`src/rtl/moore_modn_reg_next_out.sv`:
```
// Modulo-MODULUS up/down Moore pulse counter with clear, clamped load
// and a wrap pulse; every output is registered from the next state.
module moore_modn_reg_next_out #(
    parameter int MODULUS = 3,
    parameter int W = (MODULUS > 2) ? $clog2(MODULUS) : 1
) (
    input  logic         clock,
    input  logic         reset,
    input  logic         enable,
    input  logic         a,
    input  logic         dir,
    input  logic         clear,
    input  logic         load,
    input  logic [W-1:0] load_value,
    output logic [W-1:0] count,
    output logic         y,
    output logic         wrap
);

    localparam logic [W-1:0] LAST = W'(MODULUS - 1);
    localparam logic [W-1:0] ONE  = W'(1);

    logic [W-1:0] state_q, state_d;
    logic [W-1:0] count_q;
    logic         y_q;
    logic         wrap_q, wrap_d;
    logic         step;
    logic         illegal;
    logic [W-1:0] load_clamped;

    assign step         = enable & a;
    assign illegal      = (state_q > LAST);
    assign load_clamped = (load_value > LAST) ? LAST : load_value;

    // State register; count/y/wrap share the edge with the state.
    always_ff @(posedge clock) begin
        if (reset) begin
            state_q <= '0;
            count_q <= '0;
            y_q     <= 1'b0;
            wrap_q  <= 1'b0;
        end else begin
            state_q <= state_d;
            count_q <= state_d;
            y_q     <= (state_d != '0);
            wrap_q  <= wrap_d;
        end
    end

    // Next state: recovery > clear > load > step > hold.
    always_comb begin
        state_d = state_q;
        wrap_d  = 1'b0;
        if (illegal) begin
            state_d = '0;
        end else if (clear) begin
            state_d = '0;
        end else if (load) begin
            state_d = load_clamped;
        end else if (step) begin
            if (!dir) begin
                if (state_q == LAST) begin
                    state_d = '0;
                    wrap_d  = 1'b1;
                end else begin
                    state_d = state_q + ONE;
                end
            end else begin
                if (state_q == '0) begin
                    state_d = LAST;
                    wrap_d  = 1'b1;
                end else begin
                    state_d = state_q - ONE;
                end
            end
        end
    end

    always_comb begin
        count = count_q;
        y     = y_q;
        wrap  = wrap_q;
    end

endmodule

```
`config.mk`:
```
export PLATFORM = sky130hd
export DESIGN_NAME = moore_modn_reg_next_out
export DESIGN_NICKNAME = d
export VERILOG_FILES = /design/src/rtl/moore_modn_reg_next_out.sv
export SDC_FILE = /design/constraint.sdc
export NUM_CORES = 1
export LEC_CHECK = 0
export CORE_AREA = 2 2 39 41
export DETAILED_ROUTE_END_ITERATION = 6
export DIE_AREA = 0 0 41 43
export DONT_BUFFER_PORTS = 1
export PLACE_DENSITY_LB_ADDON = 0.25
export SYNTH_ARGS = -nofsm -noshare
export SYNTH_HDL_FRONTEND = slang
export SYNTH_SLANG_ARGS = --single-unit
```
`constraint.sdc`:
```
create_clock -name clock -period 1.7 [get_ports clock]
set_input_delay 0.425 -clock clock [delete_from_list [all_inputs] [get_ports clock]]
set_output_delay 0.425 -clock clock [all_outputs]
set_load 0.02 [all_outputs]
```
; ---- Yosys cells after proc, flatten, opt, wreduce, memory -nomap -nowiden
; Cells that the tools add are included.
; W data, S select, Z words.
[totals]
regBits = 4
latch_bits = 0
mem_bits_rw = 0
mem_bits_ro = 0
input_bits = 9
output_inout_bits = 4
elab_cells = 24
memories = 0
[op_classes]
addsub = 2
multipliers = 0
div = 0
magnitude_cmp = 2
n_eq_ne = 1
n_shift = 0
mux = 11
bitwise_logic = 2
n_reduce_logical = 3
[op_table]
columns = operator, count
row1 = $mux W2, 8
row2 = $reduce_or A5 Y1, 1
row3 = $gt A2 B2 Y1 const B, 2
row4 = $mux W1, 3
row5 = $add A2 B1 Y2 const B, 1
row6 = $eq A2 B2 Y1 const B, 1
row7 = $logic_not A2 Y1, 1
row8 = $reduce_bool A2 Y1, 1
row9 = $sub A2 B1 Y2 const B, 1
row10 = $and A1 B1 Y1, 1
row11 = $not A1 Y1, 1

; ---- Longest topological paths before layout
[depth]
word_depth = 8
depth_mapped = 5
mapped_depth_nobuf = 5

; ---- Worst setup path before layout
; Ideal clock, no wire load.
[synth_timing]
path_kind = register to register
start = register, netlist name count[1]
end = register y_q, in the netlist y
setup_ns = 0.129
arrival_time_ns = 1.389
required_ns = 1.571
setup_slack_ns = 0.182
path_stages_with_launch = 6
n_path_buf = 0
period_less_slack_ns = 1.518
path_cell_list = dfxtp_1 > inv_1 > ha_1 > o211a_1 > a221oi_2 > a221oi_2
[synth_lines]
columns = item, line_no
row1 = "end signal, assigned", 45  ; y_q <= (state_d != '0);
row2 = "end, declared", 25  ; logic y_q;

==> flow_summary_export.csv <==
group,metric,value,unit
pwr,combPwrFrac,15.8,%
worst_setup_path,startpoint_type,"register",
cts,htree_levels,1,
cts,cts.clk_slew.worst_paths,40,ps
route,drc,0,
timing,hold_violations,0,
global_routing,grt_max_degree,6,
global_routing,gr-total-overflow,0,
cts,hold_buffers,0,
worst_setup_path,cp.arrival,1560,ps
timing,skew,3.88,ps
final_layout,insertedDiodeCount,0,
pwr,totalPowerFinal,261,uW
pwr,p_sw_share,24.6,%
route,vias,223,
yosys,ys_warn_count,0,
cts,cts_tree,"yes",
route,drt-pass1-iter-count,2,
cts,numCtsBuffers,3,
place,placed_cell_area,342,sq um
yosys,synth_area,307,sq um
cts,cts_resized,0,
floorplan,initial_core_util,22.2,%
pwr,clkPwrFrac,44.5,%
global_routing,grt_pass1_vias,206,
final_layout,mostFrequentLayoutCell,"ha_1",
yosys,netlist_instances,30,
pwr,power_density,717,nW/um^2
cts,clock_sinks,4,
floorplan,fp.dieW,41,microns
min_path,hp-class,"input port to register",
worst_setup_path,crit_path_start,"count[1]",
final_layout,fin_area,364,sq um
pwr,p_sw,64.4,uW
yosys,yosys_register_bits,4,
yosys,synth_top_area_share,26.1,%
cts,cts-root-buf,"clkbuf_4",
timing,drv_slew,0,
final_layout,syn_to_final_growth,18.8,%
final_layout,fill_cells,147,
floorplan,row_count,14,
timing,fmax,686,MHz
final_layout,final_cell_mix,"ha_1, inv_1, dfxtp_1, clkbuf_4",
floorplan,core_area,1380,sq um
yosys,syn_area_per_cell,10.2,sq um
floorplan,die_y,43,microns
global_routing,antenna_found_initial,0,
route,vias_per_cell,4.37,
place,post-place-ws,243,ps
route,first_iter_violations,5,
timing,period_needed,1460,ps
cts,postCtsSetupRepairBufs,0,
pwr,seqPwrFrac,39.7,%
timing,setup-violations-final,0,
cts,clk_latency,230,ps
yosys,yosysTopAreaCell,"dfxtp_1",
pwr,ir_drop,0.000181,V
route,wl_per_cell,12.1,microns
route,wl,617,microns
pwr,p_leak,0.173,nW
yosys,synth_area_leaders,"dfxtp_1, ha_1, a221oi_2, inv_1, mux2_4",
timing,fin_crit_sh,85.8,%
timing,finalWorstSetupSlack,241,ps
outcome,outcome,"finished, final reports clean",
floorplan,die-area,1760,sq um
place,port_buffers,0,
pwr,p_int,197,uW
yosys,seq_area_frac_synth,26.1,%
place,place_congestion,0.732,
route,antenna_left,0,
place,hpwl,525,microns
worst_setup_path,critPathMaxFanout,4,
worst_setup_path,cp-end-kind,"register",
final_layout,fin_nets,52,
worst_setup_path,path_class,"register to register",
floorplan,io_pins,13,
global_routing,grt_use_total,7.42,%
flow_run,max_cap_violations,0,
worst_setup_path,cp.required,1800,ps
final_layout,final_layout_size_suffix_gt1_share,28.6,%
timing,setup_tns,0,ps
timing,relSlewSlack,80.2,%
timing,worst_slew_pin_slew,297,ps
yosys,synthesis.nets,45,
timing,rsz0062_at_grt,"false",
yosys,ys_types,17,
cts,ctsLongestPathBuffers,2,
global_routing,grt_pass1_wl,883,microns
worst_setup_path,r2r_start,"count[1]",
min_path,min_from,"load",
[metal layers]
metal	up-vias	track usage, %	share of wire [%]
met5	-	0	0
met4	0	2.00	0
met3	0	5.76	11
met2	8	10.6	46
met1	97	8.33	44
li1	118	-	-
[flip-flops by register name, indices dropped and copies added, names as in the netlist]
register / count
wrap: 1
y: 1
count: 2
[cells in the mapped netlist]
library cell and instances:
a221oi_2 2, o21ai_1 1, o211ai_1 1, mux2i_1 1
inv_1 4, a21o_1 1, or3_1 1, ha_1 6
nand2_1 2, or3_4 1, a21oi_1 1, nor2_1 1
dfxtp_1 4, o211a_1 1, nor4_2 1, mux2_4 1
nor3_1 1
[critical path, stage by stage (launching register included)]
cell and delay [ps]:
dfxtp_1 390, inv_1 110, ha_1 190, o211a_1 210, a221oi_2 320, a221oi_2 110
[final cells by class]
| type | instances | area [sq um] | area share (%) |
|---|---|---|---|
| Multi-Input combinational cell | 22 | 211 | 58.1 |
| Clock buffer | 3 | 22.5 | 6.19 |
| Timing Repair Buffer | 2 | 15.0 | 4.12 |
| Inverter | 4 | 15.0 | 4.12 |
| Tap cell | 16 | 20.0 | 5.50 |
| Sequential cell | 4 | 80.1 | 22.0 |
[cells by family (layout without fill, tap and decap cells)]
family                     count (synthesis)  after routing  synth area share [%]
adders and majority gates                  6              6                  24.5
and+or+nand+nor                            7              7                  15.1
DFF                                        4              4                  26.1
AOI/OAI and AO/OA                          7              7                  21.2
buffers and inverters                      4              9                  4.90
muxes                                      2              2                  8.16
[per-stage QoR]
step | instances | util [%] | hold WS, ps
after CTS | 51 | 26.3 | 253
after global routing | 51 | 26.3 | 251
after global placement | 48 | 24.7 | 502
after floorplan | 30 | - | 496
final | 51 | 26.3 | 262
after detailed placement | 48 | 24.7 | 501
[final timing paths]
path | end | slack [ps] | cells after the start
worst max-delay path | y | 240 | 5
worst min-delay path | wrap | 260 | 1
worst max register to register | y | 240 | 5
worst min register to register | count[1] | 700 | 2
[power groups by stage]
stage                     Combinational (mW)  Sequential [mW]  Clock (mW)
final                                 0.0413            0.104       0.116
after global placement                0.0406            0.105           0
after global routing                  0.0453            0.104       0.129
after CTS                             0.0419            0.104       0.124
after detailed placement              0.0417            0.105           0
after floorplan                       0.0305            0.107           0
Power figures use the tool's default switching activity.
==> variant: new RTL, config.mk and constraints unchanged <==
Register the output `count`, with the module's reset; this adds one clock of latency there. The other outputs are not delayed to match.
--- a/src/rtl/moore_modn_reg_next_out.sv
+++ b/src/rtl/moore_modn_reg_next_out.sv
@@ -21,2 +21,4 @@
     localparam logic [W-1:0] ONE  = W'(1);
+
+    logic [W-1:0] count_d;
 
@@ -79,3 +81,3 @@
     always_comb begin
-        count = count_q;
+        count_d = count_q;
         y     = y_q;
@@ -84,2 +86,10 @@
 
+    always_ff @(posedge clock) begin
+        if (reset) begin
+            count <= '0;
+        end else begin
+            count <= count_d;
+        end
+    end
+
 endmodule
Check against the original RTL: not equivalent (a bounded check fails within 4 cycles, from zero or initial values and one cycle with reset high).
==> variant against the original RTL <==
Worst setup slack worse by 0.027 ns. Count of clock-buffer cells in the layout is the same. Wire length is 5.7% higher. Synthesized area grew 16%. Total power rose by 23%. Clock skew barely moved. Sequential cell count grew 2. Cell area is 8.9% higher. Largest power group is now registers. Highest routed layer unchanged.
==> variant: results <==
[detailed_routing]
drt-initial-drc-count = 4
vias = 248
drt-total-wl_um = 652

[global_route]
grt_pass1_vias = 257
met2_usage_pct = 13.13
grtUsageMet3_pct = 6.806

[critical_path]
cp_max_fo = 5
timing.rr.start = "count_d[1]$_SDFF_PP0_"
cp.arrival_ns = 1.61

[yosys]
synth-adder-area-share_pct = 21.20
netlist_top_cells_area = "dfxtp_1, ha_1, a221oi_2, inv_1, mux2_4"
syn_nets = 49
yosys-top-cells-count = "dfxtp_1, ha_1, inv_1, nor2_1"

[min_path]
worstHoldEndpoint = "count[1]$_SDFF_PP0_"
hold_start = "reset"

[placed_design]
dp_cells = 50
dp_slack_ns = 0.2423

[final_layout]
nMultiInputCombCells = 24
area_share_nonclk_buffers_pct = 0
nFillCells = 143

[power]
ir_drop_mv = 0.2825
power_frac_comb_pct = 11.3

[clock_tree]
numClockSinks = 6

[status]
outcome = "finished, final reports clean"

[timing]
period_share_pct = 87.41
## variant: worst max path at each step
stage                     startpoint      endpoint  cells after the start
2_1_floorplan  count_d[1]$_SDFF_PP0_  y$_SDFF_PP0_                      5
3_3_place_gp   count_d[1]$_SDFF_PP0_  y$_SDFF_PP0_                      5
4_1_cts        count_d[1]$_SDFF_PP0_  y$_SDFF_PP0_                      5
5_1_grt        count_d[1]$_SDFF_PP0_  y$_SDFF_PP0_                      5
6_report       count_d[1]$_SDFF_PP0_  y$_SDFF_PP0_                      5
3_5_place_dp   count_d[1]$_SDFF_PP0_  y$_SDFF_PP0_                      5
## variant: cell families (layout without fill, tap and decap cells)
kind of cell	count (synthesis)	count (layout)
AOI/OAI and AO/OA	7	7
adders and majority gates	6	6
buffers and inverters	4	7
DFF	6	6
muxes	2	2
and+or+nand+nor	9	9
